File: src/rtl/router_pkg.sv
// router_pkg
// Shared definitions for the router packet register stage:
//   CHK_XOR / CHK_SUM  - check-word algorithm selectors
//   HDR_MAX_W          - widest header word the field helpers accept
//   hdr_field_addr()   - destination address field of a header word
//   hdr_field_len()    - payload length field of a header word
package router_pkg;

  localparam int CHK_XOR = 0;
  localparam int CHK_SUM = 1;

  localparam int HDR_MAX_W = 64;

  // Address sits in the low addr_w bits of the header.
  function automatic logic [HDR_MAX_W-1:0] hdr_field_addr(
    input logic [HDR_MAX_W-1:0] word,
    input int                   addr_w
  );
    logic [HDR_MAX_W-1:0] mask;
    mask = (64'd1 << addr_w) - 64'd1;
    return word & mask;
  endfunction

  // Length sits directly above the address field, len_w bits wide.
  function automatic logic [HDR_MAX_W-1:0] hdr_field_len(
    input logic [HDR_MAX_W-1:0] word,
    input int                   len_w,
    input int                   addr_w
  );
    logic [HDR_MAX_W-1:0] mask;
    mask = (64'd1 << len_w) - 64'd1;
    return (word >> addr_w) & mask;
  endfunction

endpackage

File: src/rtl/router_chk_acc.sv
// router_chk_acc
// Running check accumulator for one packet.
//   clk, reset  - clock, asynchronous active-high reset
//   clear       - zero the accumulator (start of packet)
//   fold_en     - fold fold_data into the accumulator this cycle
//   fold_data   - word to fold
//   acc         - current accumulated check value
// CHK_MODE selects XOR parity (CHK_XOR) or sum modulo 2**DATA_W (CHK_SUM).
module router_chk_acc
  import router_pkg::*;
#(
  parameter int DATA_W   = 8,
  parameter int CHK_MODE = CHK_XOR
) (
  input  logic              clk,
  input  logic              reset,
  input  logic              clear,
  input  logic              fold_en,
  input  logic [DATA_W-1:0] fold_data,
  output logic [DATA_W-1:0] acc
);

  // Clear wins over fold so a new packet always starts from zero.
  always_ff @(posedge clk or posedge reset) begin
    if (reset) begin
      acc <= '0;
    end else if (clear) begin
      acc <= '0;
    end else if (fold_en) begin
      if (CHK_MODE == CHK_SUM) begin
        acc <= acc + fold_data;
      end else begin
        acc <= acc ^ fold_data;
      end
    end
  end

endmodule

File: src/rtl/router_pkt_reg.sv
// router_pkt_reg
// Packet register stage between the router input port and the destination
// FIFOs. Latches and validates the header, forwards header and payload words,
// parks one word while the FIFO is full, captures the trailing check word and
// flags check, length and address errors.
//   clk, reset                  - clock, asynchronous active-high reset
//   packet_valid, datain        - incoming word stream
//   fifo_full                   - selected destination FIFO is full
//   detect_add .. full_state    - one-hot router FSM state strobes
//   rst_int_reg                 - clears low_packet_valid
//   dout                        - word presented to the FIFO
//   parity_done                 - check word captured
//   low_packet_valid            - packet_valid fell during load
//   err, len_err, addr_err      - check / length / address error flags
//   hdr_addr, hdr_len           - latched header fields
module router_pkt_reg
  import router_pkg::*;
#(
  parameter int DATA_W   = 8,
  parameter int LEN_W    = 6,
  parameter int ADDR_W   = 2,
  parameter int NUM_DEST = 3,
  parameter int CHK_MODE = CHK_XOR
) (
  input  logic              clk,
  input  logic              reset,
  input  logic              packet_valid,
  input  logic [DATA_W-1:0] datain,
  input  logic              fifo_full,
  input  logic              detect_add,
  input  logic              lfd_state,
  input  logic              ld_state,
  input  logic              laf_state,
  input  logic              full_state,
  input  logic              rst_int_reg,
  output logic [DATA_W-1:0] dout,
  output logic              parity_done,
  output logic              low_packet_valid,
  output logic              err,
  output logic              len_err,
  output logic              addr_err,
  output logic [ADDR_W-1:0] hdr_addr,
  output logic [LEN_W-1:0]  hdr_len
);

  logic [HDR_MAX_W-1:0] word_ext;
  logic [ADDR_W-1:0]    in_addr;
  logic [LEN_W-1:0]     in_len;
  logic                 addr_ok;

  logic [DATA_W-1:0]    hdr_word;
  logic [DATA_W-1:0]    hold_reg;
  logic [DATA_W-1:0]    chk_reg;
  logic [DATA_W-1:0]    acc;
  logic [DATA_W-1:0]    fold_data;
  logic [LEN_W:0]       count;
  logic                 parity_done_q;

  logic                 capture;
  logic                 chk_from_ld;
  logic                 chk_from_laf;
  logic                 fold_en;
  logic                 chk_eval;

  assign word_ext = HDR_MAX_W'(datain);
  assign in_addr  = ADDR_W'(hdr_field_addr(word_ext, ADDR_W));
  assign in_len   = LEN_W'(hdr_field_len(word_ext, LEN_W, ADDR_W));
  assign addr_ok  = int'(in_addr) < NUM_DEST;

  assign capture      = ld_state && packet_valid && !full_state;
  assign chk_from_ld  = ld_state && !fifo_full && !packet_valid;
  assign chk_from_laf = laf_state && low_packet_valid && !parity_done;

  // Errors are evaluated exactly once per packet, one cycle after the
  // check word lands, so acc and count already include every payload word.
  assign chk_eval = parity_done && !parity_done_q;

  // The header is folded during lfd; payload words are folded as captured.
  assign fold_en   = lfd_state || capture;
  assign fold_data = lfd_state ? hdr_word : datain;

  router_chk_acc #(
    .DATA_W   (DATA_W),
    .CHK_MODE (CHK_MODE)
  ) u_chk_acc (
    .clk       (clk),
    .reset     (reset),
    .clear     (detect_add),
    .fold_en   (fold_en),
    .fold_data (fold_data),
    .acc       (acc)
  );

  // An out-of-range header leaves the previously latched header untouched
  // so downstream logic never sees an address it cannot route.
  always_ff @(posedge clk or posedge reset) begin
    if (reset) begin
      hdr_word <= '0;
      hdr_addr <= '0;
      hdr_len  <= '0;
      addr_err <= 1'b0;
    end else if (detect_add && packet_valid) begin
      if (addr_ok) begin
        hdr_word <= datain;
        hdr_addr <= in_addr;
        hdr_len  <= in_len;
        addr_err <= 1'b0;
      end else begin
        addr_err <= 1'b1;
      end
    end
  end

  // Output word select; during a FIFO-full stall the word is parked in
  // hold_reg and replayed in laf while dout keeps its last value.
  always_ff @(posedge clk or posedge reset) begin
    if (reset) begin
      dout     <= '0;
      hold_reg <= '0;
    end else if (lfd_state) begin
      dout <= hdr_word;
    end else if (ld_state) begin
      if (fifo_full) begin
        hold_reg <= datain;
      end else begin
        dout <= datain;
      end
    end else if (laf_state) begin
      dout <= hold_reg;
    end
  end

  // Payload counter saturates rather than wrapping so an over-long packet
  // can never alias back onto a valid length.
  always_ff @(posedge clk or posedge reset) begin
    if (reset) begin
      count <= '0;
    end else if (detect_add) begin
      count <= '0;
    end else if (capture && (count != '1)) begin
      count <= count + (LEN_W+1)'(1);
    end
  end

  // Set has priority over rst_int_reg.
  always_ff @(posedge clk or posedge reset) begin
    if (reset) begin
      low_packet_valid <= 1'b0;
    end else if (ld_state && !packet_valid) begin
      low_packet_valid <= 1'b1;
    end else if (rst_int_reg) begin
      low_packet_valid <= 1'b0;
    end
  end

  // When the check word arrived during a stall it was parked in hold_reg,
  // so the laf path takes it from there rather than from the live input.
  always_ff @(posedge clk or posedge reset) begin
    if (reset) begin
      chk_reg       <= '0;
      parity_done   <= 1'b0;
      parity_done_q <= 1'b0;
      err           <= 1'b0;
      len_err       <= 1'b0;
    end else begin
      parity_done_q <= parity_done;
      if (detect_add) begin
        parity_done <= 1'b0;
        err         <= 1'b0;
        len_err     <= 1'b0;
      end else begin
        if (chk_from_ld) begin
          chk_reg     <= datain;
          parity_done <= 1'b1;
        end else if (chk_from_laf) begin
          chk_reg     <= hold_reg;
          parity_done <= 1'b1;
        end
        if (chk_eval) begin
          err     <= (acc != chk_reg);
          len_err <= (count != {1'b0, hdr_len});
        end
      end
    end
  end

endmodule

File: config.mk
export PLATFORM = sky130hd
export DESIGN_NAME = router_pkt_reg
export DESIGN_NICKNAME = d
export VERILOG_FILES = /design/src/rtl/router_pkg.sv /design/src/rtl/router_chk_acc.sv /design/src/rtl/router_pkt_reg.sv
export SDC_FILE = /design/constraint.sdc
export NUM_CORES = 1
export LEC_CHECK = 0
export ABC_AREA = 1
export BUFFER_PORTS_ARGS = -buffer_cell sky130_fd_sc_hd__buf_2
export CAP_MARGIN = 5
export CORE_ASPECT_RATIO = 0.8
export CORE_MARGIN = 2
export CORE_UTILIZATION = 55
export CTS_BUF_LIST = sky130_fd_sc_hd__clkbuf_8
export CTS_CLUSTER_DIAMETER = 40
export DETAILED_ROUTE_END_ITERATION = 12
export PLACE_DENSITY = 0.77
export SETUP_SLACK_MARGIN = 0.5
export SLEW_MARGIN = 15
export SYNTH_ARGS = -nofsm -noshare
export SYNTH_HDL_FRONTEND = slang
export SYNTH_HIERARCHICAL = 1
export SYNTH_SLANG_ARGS = --single-unit
File: constraint.sdc
create_clock -name clk -period 1.6 [get_ports clk]
set_input_delay 0.08 -clock clk [delete_from_list [all_inputs] [get_ports clk]]
set_output_delay 0.08 -clock clk [all_outputs]
set_load 0.05 [all_outputs]
==> qor.yml <==
status: "finished, final reports clean"
cts.clk_slew.worst_paths_ns: 0.10
avgSynthCellArea_um2: 8.09
area_growth_pct: 18.8
final_layout_size_suffix_gt1_frac: 0.321
holdCritPathClass: "in2reg"
crit_path_cell_trace: "ha_4 -> nand2_4 -> inv_4 -> nand2_4 -> o21ai_4 -> nand2_4 -> nand2_2 -> o21ai_1"
crit_fanout: 7
ant_nets: 0
grt_pass1_wl_um: 11100
rsz0062_at_grt: "true"
setup_viol: 0
hold_viol_final: 0
fp.dieArea_um2: 5850
mostFrequentLayoutCells: "nand2_1 (106), dfrtp_1 (41), buf_2 (33), inv_1 (28), nor2_1 (25)"
rr_endpoint: "count[2]$_DFFE_PP0P_"
via_per_inst: 5.46
synthDistinctLibCells: 34
synth_cells: 357
period_needed_ns: 1.30
reg2regPathDepth: 8
clockBufferDepth: 2
whs_endpoint: "low_packet_valid$_DFFE_PP0P_"
grt_pass1_vias: 2354
root_buffer: "clkbuf_8"
cts.sinks: 53
slowest_stage: "dfrtp_1"
cts-htree-levels: 2
synth-seq-area-share: 0.459
insertion_delay_ns: 0.31
final_nets: 429
arrival_ns: 1.50
path_class: "reg2reg"
reg2reg_slack_ns: 0.30
cp.required_ns: 1.80
first_iter_violations: 192
period_share: 0.814
cp_slowest_stage_delay_ns: 0.40
synth_edf_count: 0
syn_area_um2: 2890
ys_seq_elements: 53
place_congestion: 0.863
crit_path_end_kind: "flip-flop"
routed_wl_um: 6980
grt_overflow: 0
startpoint_type: "flip-flop"
tightest_slew_ns: 0.630
layout_commonest_cell: "nand2_1"
tritoncts: "built"
vias: 2581
setup_tns_ns: 0
wl_per_cell_um: 14.8
antenna_found_initial: 0
ioPinCount: 39
p_per_area_nw_per_um2: 1050
hpwl_um: 5010
max_freq_ghz: 0.767
diodes: 0
vdd_drop_max_mv: 0.687
start_util: 0.573
io_buffers: 38
die_w_um: 85.0
ys.flop_type: "dfrtp_1"
p_leak_nw: 1.74
fin_total_pwr_w: 0.00361
syn_nets: 376
drc: 0
whs_ns: 0.0351
rows: 23
die_h_um: 68.8
fin_skew_ns: 0.0119
hold_depth: 2
hp-start: "packet_valid"
core-area_um2: 5040
slew_viol_final: 0
cap_violations: 0
first_pass_iters: 5
grtUsageTotal: 0.247
crit_path_frequent_cell: "nand2_4"
cts_buffers: 5
grt_max_degree: 24
ys_warn_count: 6
relSlewSlack: 0.580
ys_async_sr_fraction: 1.00
worstReg2RegStart: "count[0]$_DFFE_PP0P_"
[worst max-delay path: cells and delay by family (launching register included)]
kind | cells | cell delay (ns)
simple gates | 4 | 0.28
buf+inv | 1 | 0.06
fa+ha+maj | 1 | 0.18
compound gates | 2 | 0.27
flops | 1 | 0.40
[per-stage QoR]
step                instance area (um^2)  cells  worst slack, ns  utilization
floorplan                           2910    357            0.375            -
global placement                    3090    448            0.287        0.613
detailed placement                  3090    448            0.231        0.613
CTS                                 3320    468            0.297        0.660
global route                        3430    473            0.219        0.681
finish                              3430    473            0.297        0.681
[metal layers]
metal | global-route usage | part of all wire | wire (um) | vias up
met1 | 0.332 | 0.45 | 3170 | 1198
met5 | 0 | 0 | 0 | -
met2 | 0.410 | 0.45 | 3170 | 110
met3 | 0.0429 | 0.069 | 482 | 21
met4 | 0.0893 | 0.023 | 159 | 0
li1 | - | - | - | 1252
[power by group]
part           internal, W  switching [W]
sequential         0.00154       0.000168
clock             0.000342       0.000430
combinational     0.000368       0.000762
[final cells by class]
cell class | count | area [um^2]
multi-input cells | 255 | 1390
repair buffers | 59 | 382
inverters | 36 | 149
fillers | 409 | 1610
well taps | 62 | 77.6
flip-flops and latches | 53 | 1340
clock buffers | 6 | 82.6
clock inverters | 2 | 7.51
[timing repair]
item / CTS / global route
endpoints found under the hold margin: 30 / 0
resized for setup: 13 / 28
setup buffers: 10 / 5
pin swaps: 10 / 15
endpoints found under the setup margin: 17 / 27
hold buffers: 2 / 0
[how the worst max path moves through the flow]
stage | from | endpoint | cells past startpoint
2_1_floorplan | count[0]$_DFFE_PP0P_ | count[4]$_DFFE_PP0P_ | 8
3_3_place_gp | count[1]$_DFFE_PP0P_ | count[4]$_DFFE_PP0P_ | 8
3_5_place_dp | count[1]$_DFFE_PP0P_ | count[2]$_DFFE_PP0P_ | 8
4_1_cts | count[1]$_DFFE_PP0P_ | count[4]$_DFFE_PP0P_ | 8
5_1_grt | count[0]$_DFFE_PP0P_ | count[4]$_DFFE_PP0P_ | 10
6_report | count[0]$_DFFE_PP0P_ | count[2]$_DFFE_PP0P_ | 8
[cell usage after synthesis (2+ instances only)]
cell type	n	share of area
o21ai_2	9	0.027
o211ai_1	2	0.0052
nor2_1	27	0.035
o21ai_0	25	0.043
dfrtp_1	53	0.46
buf_6	8	0.031
nand2_2	3	0.0065
a21oi_1	10	0.017
nand3_2	3	0.010
inv_1	31	0.040
nand2_4	2	0.0078
nor2_4	3	0.012
nor3_1	3	0.0052
nor2_2	2	0.0043
buf_2	3	0.0052
nand3_1	19	0.033
o2111ai_1	6	0.018
inv_2	3	0.0039
xor2_1	2	0.0061
nand2_1	119	0.15
o21ai_1	5	0.0087
xnor2_1	6	0.018
a31oi_1	2	0.0043
[kinds of logic (layout without fill, tap and decap cells)]
family / count (synthesis) / after routing / share of synthesized area
compound gates: 62 / 62 / 0.138
xor+xnor: 8 / 8 / 0.0243
fa+ha+maj: 1 / 1 / 0.00433
buf+inv: 49 / 103 / 0.0915
flops: 53 / 53 / 0.459
simple gates: 184 / 184 / 0.283
Power figures use the tool's default switching activity.
